===== src/rtl/rand_stream_src.sv =====
// ============================================================================
// rand_stream_src : packetised incrementing-data stream source with
//                   LFSR-driven idle gaps and ready backpressure.
// Revision        : 1.0
// ============================================================================
`default_nettype none

module rand_stream_src #(
  parameter int          LEN     = 8,
  parameter int          PKT_LEN = 4,
  parameter int          GAP_W   = 3,
  parameter logic [15:0] SEED    = 16'hACE1
) (
  input  logic           clk,
  input  logic           rst,
  input  logic           enable,
  input  logic           rand_en,
  input  logic           ready_in,
  output logic           valid_out,
  output logic [LEN-1:0] data_out,
  output logic           last_out,
  output logic [15:0]    pkt_count,
  output logic           busy
);

  localparam int                  c_BEAT_W    = (PKT_LEN > 1) ? $clog2(PKT_LEN) : 1;
  localparam logic [c_BEAT_W-1:0] c_LAST_BEAT = c_BEAT_W'(PKT_LEN - 1);
  // An all-zero seed would lock the LFSR, so it is replaced by 1.
  localparam logic [15:0]         c_LFSR_INIT = (SEED == 16'h0000) ? 16'h0001 : SEED;

  typedef enum logic [1:0] {
    S_IDLE = 2'd0,
    S_SEND = 2'd1,
    S_GAP  = 2'd2
  } state_t;

  state_t              r_state;
  state_t              w_state_nxt;
  logic [LEN-1:0]      r_seq;
  logic [c_BEAT_W-1:0] r_beat;
  logic [15:0]         r_lfsr;
  logic [GAP_W-1:0]    r_gap_cnt;
  logic [15:0]         r_pkt_count;

  logic                w_xfer;
  logic                w_is_last;
  logic                w_lfsr_fb;
  logic [GAP_W-1:0]    w_gap;

  assign w_xfer    = (r_state == S_SEND) && ready_in;
  assign w_is_last = (r_beat == c_LAST_BEAT);
  // Gap length comes from the LFSR value before this transfer's step.
  assign w_gap     = rand_en ? r_lfsr[GAP_W-1:0] : '0;
  // Fibonacci taps for x^16+x^14+x^13+x^11+1 in right-shift form.
  assign w_lfsr_fb = r_lfsr[0] ^ r_lfsr[2] ^ r_lfsr[3] ^ r_lfsr[5];

  always_ff @(posedge clk) begin
    if (rst) begin
      r_state <= S_IDLE;
    end else begin
      r_state <= w_state_nxt;
    end
  end

  always_comb begin
    w_state_nxt = r_state;
    valid_out   = 1'b0;
    busy        = 1'b1;
    case (r_state)
      S_IDLE: begin
        busy = 1'b0;
        if (enable) begin
          w_state_nxt = S_SEND;
        end
      end
      S_SEND: begin
        valid_out = 1'b1;
        if (w_xfer) begin
          if (w_is_last && !enable) begin
            w_state_nxt = S_IDLE;
          end else if (w_gap != '0) begin
            w_state_nxt = S_GAP;
          end else begin
            w_state_nxt = S_SEND;
          end
        end
      end
      S_GAP: begin
        if (r_gap_cnt <= GAP_W'(1)) begin
          w_state_nxt = S_SEND;
        end
      end
      default: begin
        w_state_nxt = S_IDLE;
        busy        = 1'b0;
      end
    endcase
  end

  always_ff @(posedge clk) begin
    if (rst) begin
      r_seq       <= '0;
      r_beat      <= '0;
      r_lfsr      <= c_LFSR_INIT;
      r_gap_cnt   <= '0;
      r_pkt_count <= '0;
    end else if (w_xfer) begin
      r_seq     <= r_seq + LEN'(1);
      r_lfsr    <= {w_lfsr_fb, r_lfsr[15:1]};
      r_gap_cnt <= w_gap;
      if (w_is_last) begin
        r_beat      <= '0;
        r_pkt_count <= r_pkt_count + 16'd1;
      end else begin
        r_beat <= r_beat + c_BEAT_W'(1);
      end
    end else if (r_state == S_GAP) begin
      r_gap_cnt <= r_gap_cnt - GAP_W'(1);
    end
  end

  assign data_out  = r_seq;
  assign last_out  = valid_out && w_is_last;
  assign pkt_count = r_pkt_count;

endmodule

`default_nettype wire


===== config.mk =====
export PLATFORM = sky130hd
export DESIGN_NAME = rand_stream_src
export DESIGN_NICKNAME = d
export VERILOG_FILES = /design/src/rtl/rand_stream_src.sv
export SDC_FILE = /design/constraint.sdc
export NUM_CORES = 1
export LEC_CHECK = 0
export CORE_MARGIN = 8
export CORE_UTILIZATION = 41
export CTS_CLUSTER_DIAMETER = 150
export DETAILED_ROUTE_END_ITERATION = 6
export GPL_TIMING_DRIVEN = 1
export PLACE_DENSITY = 0.77
export RECOVER_POWER = 50
export SLEW_MARGIN = 25
export SYNTH_ARGS = -nofsm -noshare
export SYNTH_HDL_FRONTEND = slang
export SYNTH_SLANG_ARGS = --single-unit

===== constraint.sdc =====
create_clock -name clk -period 1.6 [get_ports clk]
set_input_delay 0.16 -clock clk [delete_from_list [all_inputs] [get_ports clk]]
set_output_delay 0.16 -clock clk [all_outputs]
set_load 0.02 [all_outputs]

==> results.json, run 1 <==
{
  "outcome": "completed",
  "reg2regPathDepth": 7,
  "sw_frac_of_total": 0.277,
  "power_frac_comb": 0.179,
  "crit_fanout": 5,
  "placed_area_um2": 2680,
  "layout_commonest_cell": "nand2_1",
  "async_reset_ff_frac": 0,
  "min_period_ps": 1580,
  "htree_levels": 2,
  "worst_pin_slew_ps": 360,
  "root_buffer": "clkbuf_8",
  "seqPwrFrac": 0.527,
  "cts_tree": "yes",
  "ys.flop_type": "dfxtp_1",
  "antenna_cells": 0,
  "grt_overflow": 0,
  "die-area_um2": 7730,
  "cap_violations": 0,
  "netlist_area_um2": 2120,
  "worst-setup-path-type": "reg -> reg",
  "p_leak_nw": 1.08,
  "drt-pass1-iter-count": 4,
  "io_buffers": 31,
  "yosysUniqueCellTypes": 41,
  "clock_path_buffers": 2,
  "rsz0062_at_grt": "true",
  "core_um2": 5040,
  "path_clk_slew_ps": 90,
  "grt_max_degree": 47,
  "p_int_mw": 1.75,
  "max_freq_mhz": 635,
  "fin_crit_sh": 0.985,
  "vias_per_cell": 4.98,
  "drtIter0Drc": 68,
  "stdcell_area_um2": 2780,
  "cts_inserted_buffers": 5,
  "start_kind": "register",
  "ys_warn_count": 0,
  "ios": 32,
  "holdPathStages": 2,
  "die_h_um": 87.9,
  "grt_pass1_vias": 1641,
  "wl_um": 4560,
  "drv_slew": 0,
  "synthCells": 245,
  "p_per_area_nw_per_um2": 873,
  "ys_ff_latch": 47,
  "hold_buffers": 0,
  "crit_required_ps": 1830,
  "routabilityCongestion": 0.798,
  "finalSetupViolations": 0,
  "slew_headroom": 0.758,
  "fin_worst_skew_ps": 6.15,
  "cp-end-kind": "register",
  "vias": 1818,
  "fillers": 475,
  "grt_pass1_wl_um": 7330,
  "synth-edff-count": 0,
  "grt_antenna_before_repair": 0,
  "p_sw_uw": 672,
  "grt_util_all_layers": 0.120,
  "fin_nets": 307,
  "peakVddDrop_mv": 0.420,
  "clkLatencyLatePin_ps": 300,
  "cts.sinks": 47,
  "ant_nets": 0,
  "rows": 26,
  "start_util": 0.421,
  "finalHoldViolCount": 0,
  "pwr-share-clk": 0.293,
  "cp.arrival_ps": 1810,
  "final_cell_mix": "46 x nand2_1, 43 x dfxtp_1, 22 x clkdlybuf4s50_1",
  "area_delta_synth_final_pct": 31.0,
  "finalPower_mw": 2.43,
  "synth.avg_cell_area_um2": 8.66,
  "syn-num-nets": 258,
  "drc": 0,
  "hpwl_um": 3200,
  "die_x_um": 87.9,
  "layout-drive-gt1-share": 0.180,
  "hold_class": "reg -> reg",
  "seq_area_frac_synth": 0.443,
  "wl_per_cell_um": 12.5
}
==> state kept, by name (all words and copies together) (netlist names) <==
name,cells
r_lfsr,16
r_beat,2
r_gap_cnt,3
r_state,2
data_out,8
pkt_count,16
==> critical path: stages, from the launching register on <==
cell      delay (ps)
dfxtp_4          380
inv_4             40
ha_4             170
buf_6            130
inv_4             50
o221ai_2          80
or4b_1           510
a21oi_1          150
==> repair_timing <==
item	in CTS	in global routing
setup buffers	1	2
endpoints found under the setup margin	9	13
pin swaps	3	5
resized for setup	8	18
==> routing by layer <==
layer / GRT usage / wire (um) / vias up
li1: - / - / 933
met1: 0.134 / 1990 / 843
met2: 0.206 / 2280 / 36
met3: 0.0385 / 225 / 6
met4: 0.0484 / 60 / 0
met5: 0 / 0 / -
==> logic make-up after synthesis <==
family | after synthesis | share of synthesized area
AND/OR/NAND/NOR | 115 | 0.281
flip-flops | 47 | 0.443
AO/OA/AOI/OAI | 30 | 0.0861
XOR/XNOR | 23 | 0.0949
buffers and inverters | 21 | 0.0401
adder cells (fa/ha/maj) | 8 | 0.0472
multiplexers | 1 | 0.00707
==> power groups by stage <==
| stage | clock network, mW | registers, mW | logic [mW] |
|---|---|---|---|
| after global routing | 0.777 | 1.29 | 0.485 |
| after global placement | 0 | 1.30 | 0.394 |
| after CTS | 0.736 | 1.28 | 0.405 |
| after detailed placement | 0 | 1.30 | 0.403 |
| after floorplan | 0 | 1.30 | 0.262 |
| final | 0.711 | 1.28 | 0.435 |
==> cell type report <==
type                            instances  area, um2  area share
Multi-Input combinational cell        177       1130       0.406
Sequential cell                        47        951       0.342
Inverter                                8       35.0      0.0126
Tap cell                               70       87.6      0.0315
Clock inverter                          3       18.8     0.00675
Clock buffer                            5       68.8      0.0248
Timing Repair Buffer                   55        489       0.176
==> Yosys cell counts (all sizes together) (2+ instances only) <==
cell type   n  area share
and3        4       0.012
xor2        9       0.037
and2        2      0.0059
nand4      11       0.042
ha          8       0.047
nor2       21       0.037
dfxtp      47        0.44
xnor2      14       0.058
buf         6       0.014
nor3        3      0.0071
nand3b      7       0.025
nand3       8       0.021
nor4        6       0.025
nand2      47       0.084
o21ai       2      0.0047
a21oi      19       0.045
clkbuf      7       0.012
or3         2      0.0065
inv         8       0.014
==> metrics by stage <==
stage	hold slack, ps	TNS (ps)	util	instances	setup WS, ps
after floorplan	320	-216	-	245	-181
after global placement	438	-67.8	0.531	354	-58.1
after detailed placement	452	-192	0.531	354	-82.4
after CTS	459	0	0.550	363	4.11
after global routing	475	-57.9	0.551	365	-33.4
final	459	0	0.551	365	24.3
==> path summary, 6_finish.rpt <==
kind         startpoint          to  slack, ps
max reg2reg  r_state[1]  r_state[1]         20
max          r_state[1]  r_state[1]         20
min reg2reg  r_lfsr[13]  r_lfsr[12]        460
min          r_lfsr[13]  r_lfsr[12]        460
Note: power is estimated with default switching activity, not from simulation.
==> run 2, diff against run 1 <==
--- a/config.mk
+++ b/config.mk
@@ -5,6 +5,7 @@
 export SDC_FILE = /design/constraint.sdc
 export NUM_CORES = 1
 export LEC_CHECK = 0
+export ABC_AREA = 0
 export CORE_MARGIN = 8
 export CORE_UTILIZATION = 41
 export CTS_CLUSTER_DIAMETER = 150
==> results of run 2 <==
Same layout as run 1: the final DEF is identical, and so are final timing and power.
